[src/rtl/al_clksw_ctrl.sv]
// al_clksw_ctrl: break-before-make clock-source switch sequencer.
// Drops the old gate, waits a dead time, raises the new gate, confirming each step on synchronised acks.
module al_clksw_ctrl #(
   parameter int NCH       = 4,
   parameter int SELW      = 2,
   parameter int DEAD_CYC  = 4,
   parameter int ACK_TO    = 16,
   parameter int PRESELECT = NCH,
   parameter int INITOUT   = 0
) (
   input  logic            clk,
   input  logic            rst,
   input  logic            req_valid,
   input  logic [SELW-1:0] req_sel,
   output logic            req_ready,
   input  logic [NCH-1:0]  ce,
   input  logic [NCH-1:0]  ignr,
   input  logic [NCH-1:0]  gate_ack,
   input  logic            err_clr,
   output logic [NCH-1:0]  gate_en,
   output logic [SELW-1:0] active_sel,
   output logic            active_vld,
   output logic            busy,
   output logic [1:0]      err,
   output logic            initout
);

   typedef enum logic [1:0] {IDLE, DROP, DEAD, RAISE} state_t;

   localparam logic [7:0]      TO_MAX   = 8'(ACK_TO - 1);
   localparam logic [7:0]      DEAD_MAX = 8'(DEAD_CYC - 1);
   localparam bit              PRE_ON   = (PRESELECT < NCH);
   localparam logic [SELW-1:0] PRE_SEL  = PRE_ON ? SELW'(PRESELECT) : '0;

   function automatic logic [NCH-1:0] onehot(input logic [SELW-1:0] s);
      logic [NCH-1:0] v;
      for (int i = 0; i < NCH; i++) v[i] = (s == SELW'(i));
      return v;
   endfunction

   state_t          state;
   logic [7:0]      cnt;
   logic [SELW-1:0] sel_reg;
   logic [SELW-1:0] new_sel;
   logic            en_reg;
   logic [NCH-1:0]  gate_q;
   logic [NCH-1:0]  ack_m;
   logic [NCH-1:0]  ack_s;

   logic req_bad;
   logic req_same;
   logic drop_done;
   logic raise_done;
   logic cnt_to;
   logic to_ev;
   logic rng_ev;

   // req_valid/req_ready: a request transfers on an edge where both are high; req_ready is high only in IDLE.
   assign req_ready  = (state == IDLE);
   assign busy       = (state != IDLE);
   assign active_sel = sel_reg;
   assign initout    = 1'(INITOUT);
   assign gate_en    = gate_q & ce;

   assign req_bad    = int'(req_sel) >= NCH;
   assign req_same   = (req_sel == sel_reg) && active_vld;
   assign drop_done  = !ack_s[sel_reg] || ignr[sel_reg];
   assign raise_done = ack_s[sel_reg] || ignr[sel_reg];
   assign cnt_to     = (cnt == TO_MAX);
   assign to_ev      = cnt_to && (((state == DROP) && !drop_done) ||
                                  ((state == RAISE) && !raise_done));
   assign rng_ev     = (state == IDLE) && req_valid && req_bad;

   always_ff @(posedge clk or posedge rst) begin
      if (rst) begin
         ack_m <= '0;
         ack_s <= '0;
      end else begin
         ack_m <= gate_ack;
         ack_s <= ack_m;
      end
   end

   // A fresh error event in the same cycle as err_clr survives the clear.
   always_ff @(posedge clk or posedge rst) begin
      if (rst) err <= 2'b00;
      else     err <= (err_clr ? 2'b00 : err) | {rng_ev, to_ev};
   end

   // gate_q is updated on the same edge as en_reg/sel_reg so each enable is a clean flop output.
   always_ff @(posedge clk or posedge rst) begin
      if (rst) begin
         state      <= IDLE;
         cnt        <= '0;
         sel_reg    <= PRE_SEL;
         new_sel    <= '0;
         en_reg     <= PRE_ON;
         active_vld <= PRE_ON;
         gate_q     <= PRE_ON ? onehot(PRE_SEL) : '0;
      end else begin
         case (state)
            IDLE: begin
               cnt <= '0;
               if (req_valid && !req_bad && !req_same) begin
                  new_sel <= req_sel;
                  if (en_reg) begin
                     en_reg <= 1'b0;
                     gate_q <= '0;
                     state  <= DROP;
                  end else begin
                     state  <= DEAD;
                  end
               end
            end
            DROP: begin
               // A timed-out drop also leaves the old channel unconfirmed.
               if (drop_done || cnt_to) begin
                  active_vld <= 1'b0;
                  cnt        <= '0;
                  state      <= DEAD;
               end else begin
                  cnt <= cnt + 8'd1;
               end
            end
            DEAD: begin
               if (cnt == DEAD_MAX) begin
                  sel_reg <= new_sel;
                  en_reg  <= 1'b1;
                  gate_q  <= onehot(new_sel);
                  cnt     <= '0;
                  state   <= RAISE;
               end else begin
                  cnt <= cnt + 8'd1;
               end
            end
            RAISE: begin
               if (raise_done) begin
                  active_vld <= 1'b1;
                  cnt        <= '0;
                  state      <= IDLE;
               end else if (cnt_to) begin
                  en_reg     <= 1'b0;
                  gate_q     <= '0;
                  active_vld <= 1'b0;
                  cnt        <= '0;
                  state      <= IDLE;
               end else begin
                  cnt <= cnt + 8'd1;
               end
            end
            default: state <= IDLE;
         endcase
      end
   end

endmodule

[config.mk]
export PLATFORM = sky130hd
export DESIGN_NAME = al_clksw_ctrl
export DESIGN_NICKNAME = d
export VERILOG_FILES = /design/src/rtl/al_clksw_ctrl.sv
export SDC_FILE = /design/constraint.sdc
export NUM_CORES = 1
export LEC_CHECK = 0
export CAP_MARGIN = 40
export CORE_ASPECT_RATIO = 1.1
export CORE_MARGIN = 1
export CORE_UTILIZATION = 40
export DETAILED_ROUTE_END_ITERATION = 8
export PLACE_DENSITY = 0.65
export SYNTH_ARGS = -nofsm -noshare
export SYNTH_HDL_FRONTEND = slang
export SYNTH_SLANG_ARGS = --single-unit
[constraint.sdc]
create_clock -name clk -period 6.81 [get_ports clk]
set_clock_uncertainty 0.2 [all_clocks]
set_input_delay 2.043 -clock clk [delete_from_list [all_inputs] [get_ports clk]]
set_output_delay 2.043 -clock clk [all_outputs]
set_load 0.01 [all_outputs]
==> results.sh <==
export IMPL_placeableCoreArea_um2=3330
export IMPL_max_flop_register="cnt"
export IMPL_fin_crit_ns=5.37
export IMPL_global_route_overflow_total=0
export IMPL_routed_via_density=4.78
export IMPL_syn_mean_instance_area_um2=12.3
export IMPL_timing_critical_path_slowest_cell_delay_ns=0.53
export IMPL_synth_cell_area_um2=1400
export IMPL_drive_above_1_share_pct=15.4
export IMPL_area_growth_syn_to_layout_pct=29.7
export IMPL_post_synth_num_cell_types=37
export IMPL_fin_worst_hold_slack_ns=0.153
export IMPL_number_of_nets_in_the_layout=171
export IMPL_gr_usage_all_layers_pct=17.0
export IMPL_tritoncts="built"
export IMPL_worst_skew_late_latency_ns=0.32
export IMPL_timing_critical_path_cells="clkdlybuf4s50_1, and2_1, clkdlybuf4s50_1"
export IMPL_cts_setup_buffers=0
export IMPL_drt_initial_drc_count=6
export IMPL_gpl_final_weighted_congestion=0.754
export IMPL_relSlewSlack_pct=64.3
export IMPL_worst_slew_pin_transition_ns=0.531
export IMPL_cts_buffers=5
export IMPL_fmax_ghz=0.186
export IMPL_synth_largest_type_area_fraction_pct=51.8
export IMPL_cpMaxStageDelayCell="sky130_fd_sc_hd__clkdlybuf4s50_1"
export IMPL_start_util_pct=42.1
export IMPL_max_cap_violations=0
export IMPL_run_status="complete, no violations"
export IMPL_total_power_uw=654
export IMPL_postRouteWirelength_um=2480
export IMPL_seq_area_frac_synth_pct=51.8
export IMPL_root_buffer="sky130_fd_sc_hd__clkbuf_4"
export IMPL_detailedPlacementHpwl_um=1910
export IMPL_drcViolationCount=0
export IMPL_final_period_utilization_pct=78.9
export IMPL_io_buffers=27
export IMPL_path_class="in -> out"
export IMPL_ctsResizeCount=0
export IMPL_maximum_number_of_pins_on_one_net_before_global_route_repair=22
export IMPL_pwr_density_cell_nw_per_um2=360
export IMPL_clkSlewWorstSetupHoldPaths_ns=0.08
export IMPL_worstHoldPathType="reg -> reg"
export IMPL_routed_wire_length_per_instance_um=12.6
export IMPL_vias_in_the_first_global_route=999
export IMPL_synth_top_area_cell="sky130_fd_sc_hd__dfrtp_1"
export IMPL_drt_pass1_iter_count=4
export IMPL_fin_setup_tns_ns=0
export IMPL_maxSlewViolCount=0
export IMPL_io_pin_count=30
export IMPL_ctsLongestPathBuffers=2
export IMPL_p_leak_nw=0.823
export IMPL_cp_start_kind="input pin"
export IMPL_worst_slack_ns=1.44
export IMPL_unrepaired_setup_endpoints_after_global_routing="no"
export IMPL_ctsHtreeMaxLevel=2
export IMPL_yosys_reg_bits=29
export IMPL_critPathArrivalTime_ns=3.13
export IMPL_timing_hold_violations_final=0
export IMPL_synth_top_cells_by_area="sky130_fd_sc_hd__dfrtp_1 52%, sky130_fd_sc_hd__ha_1 4.5%, sky130_fd_sc_hd__mux2_4 4.3%"
export IMPL_die_x_um=58.4
export IMPL_grt_pass1_wl_um=4560
export IMPL_dr_total_vias=941
export IMPL_std_cell_rows=22
export IMPL_antenna_diode_count=0
export IMPL_final_setup_viol_count=0
export IMPL_dpl_worst_slack_ns=1.44
export IMPL_crit_path_end_kind="output pin"
export IMPL_die_area_um2=3740
export IMPL_grt_antenna_before_repair=0
export IMPL_drt_antenna_violating_nets=0
export IMPL_crit_path_frequent_cell="sky130_fd_sc_hd__clkdlybuf4s50_1"
export IMPL_ys_warn_count=0
export IMPL_cts_hold_fix_buffers=0
export IMPL_crit_required_ns=4.57
export IMPL_max_vdd_ir_drop_mv=0.146
export IMPL_clock_sinks=29
export IMPL_critical_path_max_fanout=1
export IMPL_synthCells=114
export IMPL_die_extent_in_y_um=64.1
export IMPL_flip_flop_count_of_the_largest_register_after_layout=8
[path summary, 6_finish.rpt]
check / start / to / slack [ns] / cells past startpoint
worst max register to register: active_sel[0] / gate_q[0] / 4.10 / 5
worst max-delay path: ce[3] / gate_en[3] / 1.44 / 3
worst min-delay path: ack_m[1] / ack_s[1] / 0.15 / 0
worst min register to register: ack_m[1] / ack_s[1] / 0.15 / 0
min in group asynchronous: rst / gate_q[2] / 1.81 / 2
max in group asynchronous: rst / ack_m[0] / 4.15 / 3
[logic make-up (layout without fill, tap and decap cells)]
group / after synthesis / after routing / synth area share [%]
AND/OR/NAND/NOR: 33 / 33 / 12.3
adder cells (fa/ha/maj): 5 / 5 / 4.46
buffers and inverters: 10 / 44 / 3.21
multiplexers: 14 / 14 / 13.9
XOR/XNOR: 8 / 8 / 5.00
AO/OA/AOI/OAI: 14 / 14 / 9.02
other: 1 / 2 / 0.268
flip-flops: 29 / 29 / 51.8
[critical path: cells and delay by family]
kind          cells  cell delay [ns]
simple gates      1             0.11
buf+inv           2             0.98
[cell usage after synthesis]
cell	count
sky130_fd_sc_hd__conb_1	1
sky130_fd_sc_hd__a2111oi_4	1
sky130_fd_sc_hd__nand4_1	1
sky130_fd_sc_hd__a211o_1	1
sky130_fd_sc_hd__o41a_1	1
sky130_fd_sc_hd__mux2_2	5
sky130_fd_sc_hd__ha_1	5
sky130_fd_sc_hd__inv_1	8
sky130_fd_sc_hd__o31ai_1	1
sky130_fd_sc_hd__dfrtp_1	29
sky130_fd_sc_hd__buf_4	2
sky130_fd_sc_hd__a21o_1	1
sky130_fd_sc_hd__nand2b_1	2
sky130_fd_sc_hd__nor2_1	12
sky130_fd_sc_hd__or4_4	1
sky130_fd_sc_hd__a31oi_1	1
sky130_fd_sc_hd__and3_2	1
sky130_fd_sc_hd__xnor2_1	4
sky130_fd_sc_hd__nand2_1	4
sky130_fd_sc_hd__o311a_1	1
sky130_fd_sc_hd__a22o_1	1
sky130_fd_sc_hd__nand2_4	1
sky130_fd_sc_hd__mux4_1	1
sky130_fd_sc_hd__and3_1	2
sky130_fd_sc_hd__o21ai_0	2
sky130_fd_sc_hd__mux4_2	1
sky130_fd_sc_hd__xor2_1	4
sky130_fd_sc_hd__a21oi_1	1
sky130_fd_sc_hd__nor3_1	1
sky130_fd_sc_hd__nor4_1	1
sky130_fd_sc_hd__mux2_4	4
sky130_fd_sc_hd__o41ai_1	1
sky130_fd_sc_hd__nand3_1	3
sky130_fd_sc_hd__mux2i_1	3
sky130_fd_sc_hd__o21a_1	1
sky130_fd_sc_hd__and2_1	4
sky130_fd_sc_hd__a21boi_0	1
[placed cells by master, fill, tap and decap left out, types with 2 or more instances in the layout]
cell type / Yosys / routed
sky130_fd_sc_hd__inv_1: 8 / 8
sky130_fd_sc_hd__nand3_1: 3 / 3
sky130_fd_sc_hd__nor2_1: 12 / 12
sky130_fd_sc_hd__clkbuf_4: 0 / 5
sky130_fd_sc_hd__clkdlybuf4s50_1: 0 / 27
sky130_fd_sc_hd__and2_1: 4 / 4
sky130_fd_sc_hd__xnor2_1: 4 / 4
sky130_fd_sc_hd__xor2_1: 4 / 4
sky130_fd_sc_hd__clkbuf_8: 0 / 2
sky130_fd_sc_hd__and3_1: 2 / 2
sky130_fd_sc_hd__dfrtp_1: 29 / 29
sky130_fd_sc_hd__nand2b_1: 2 / 2
sky130_fd_sc_hd__nand2_1: 4 / 4
sky130_fd_sc_hd__mux2i_1: 3 / 3
sky130_fd_sc_hd__o21ai_0: 2 / 2
sky130_fd_sc_hd__mux2_2: 5 / 5
sky130_fd_sc_hd__mux2_4: 4 / 4
sky130_fd_sc_hd__conb_1: 1 / 2
sky130_fd_sc_hd__ha_1: 5 / 5
[where the power goes]
| group | leakage [nW] | internal [mW] | switching, mW | total [mW] |
|---|---|---|---|---|
| clock | 0.0413 | 0.0597 | 0.0571 | 0.117 |
| combinational | 0.409 | 0.152 | 0.139 | 0.291 |
| sequential | 0.372 | 0.212 | 0.0342 | 0.246 |
[final cells by class]
| cell class | count | area (um2) |
|---|---|---|
| fillers | 289 | 1510 |
| flip-flops and latches | 29 | 726 |
| multi-input cells | 76 | 634 |
| repair buffers | 28 | 298 |
| clock buffers | 7 | 65.1 |
| well taps | 48 | 60.1 |
| inverters | 8 | 30.0 |
| clock inverters | 1 | 5.00 |
[per-layer routing]
layer / track usage [%] / routed length (um) / up-vias
met5: 0 / 0 / -
met4: 10.7 / 80 / 0
met3: 4.25 / 108 / 8
met2: 24.9 / 1200 / 27
met1: 22.1 / 1090 / 446
li1: - / - / 460
[stage by stage]
step           utilization [%]  cell area, um2  std cells
2_1_floorplan                -            1410        115
3_3_place_gp              51.7            1720        188
3_5_place_dp              52.5            1750        189
4_1_cts                   54.6            1820        197
5_1_grt                   54.6            1820        197
6_report                  54.6            1820        197
Note: power is estimated with default switching activity, not from simulation.
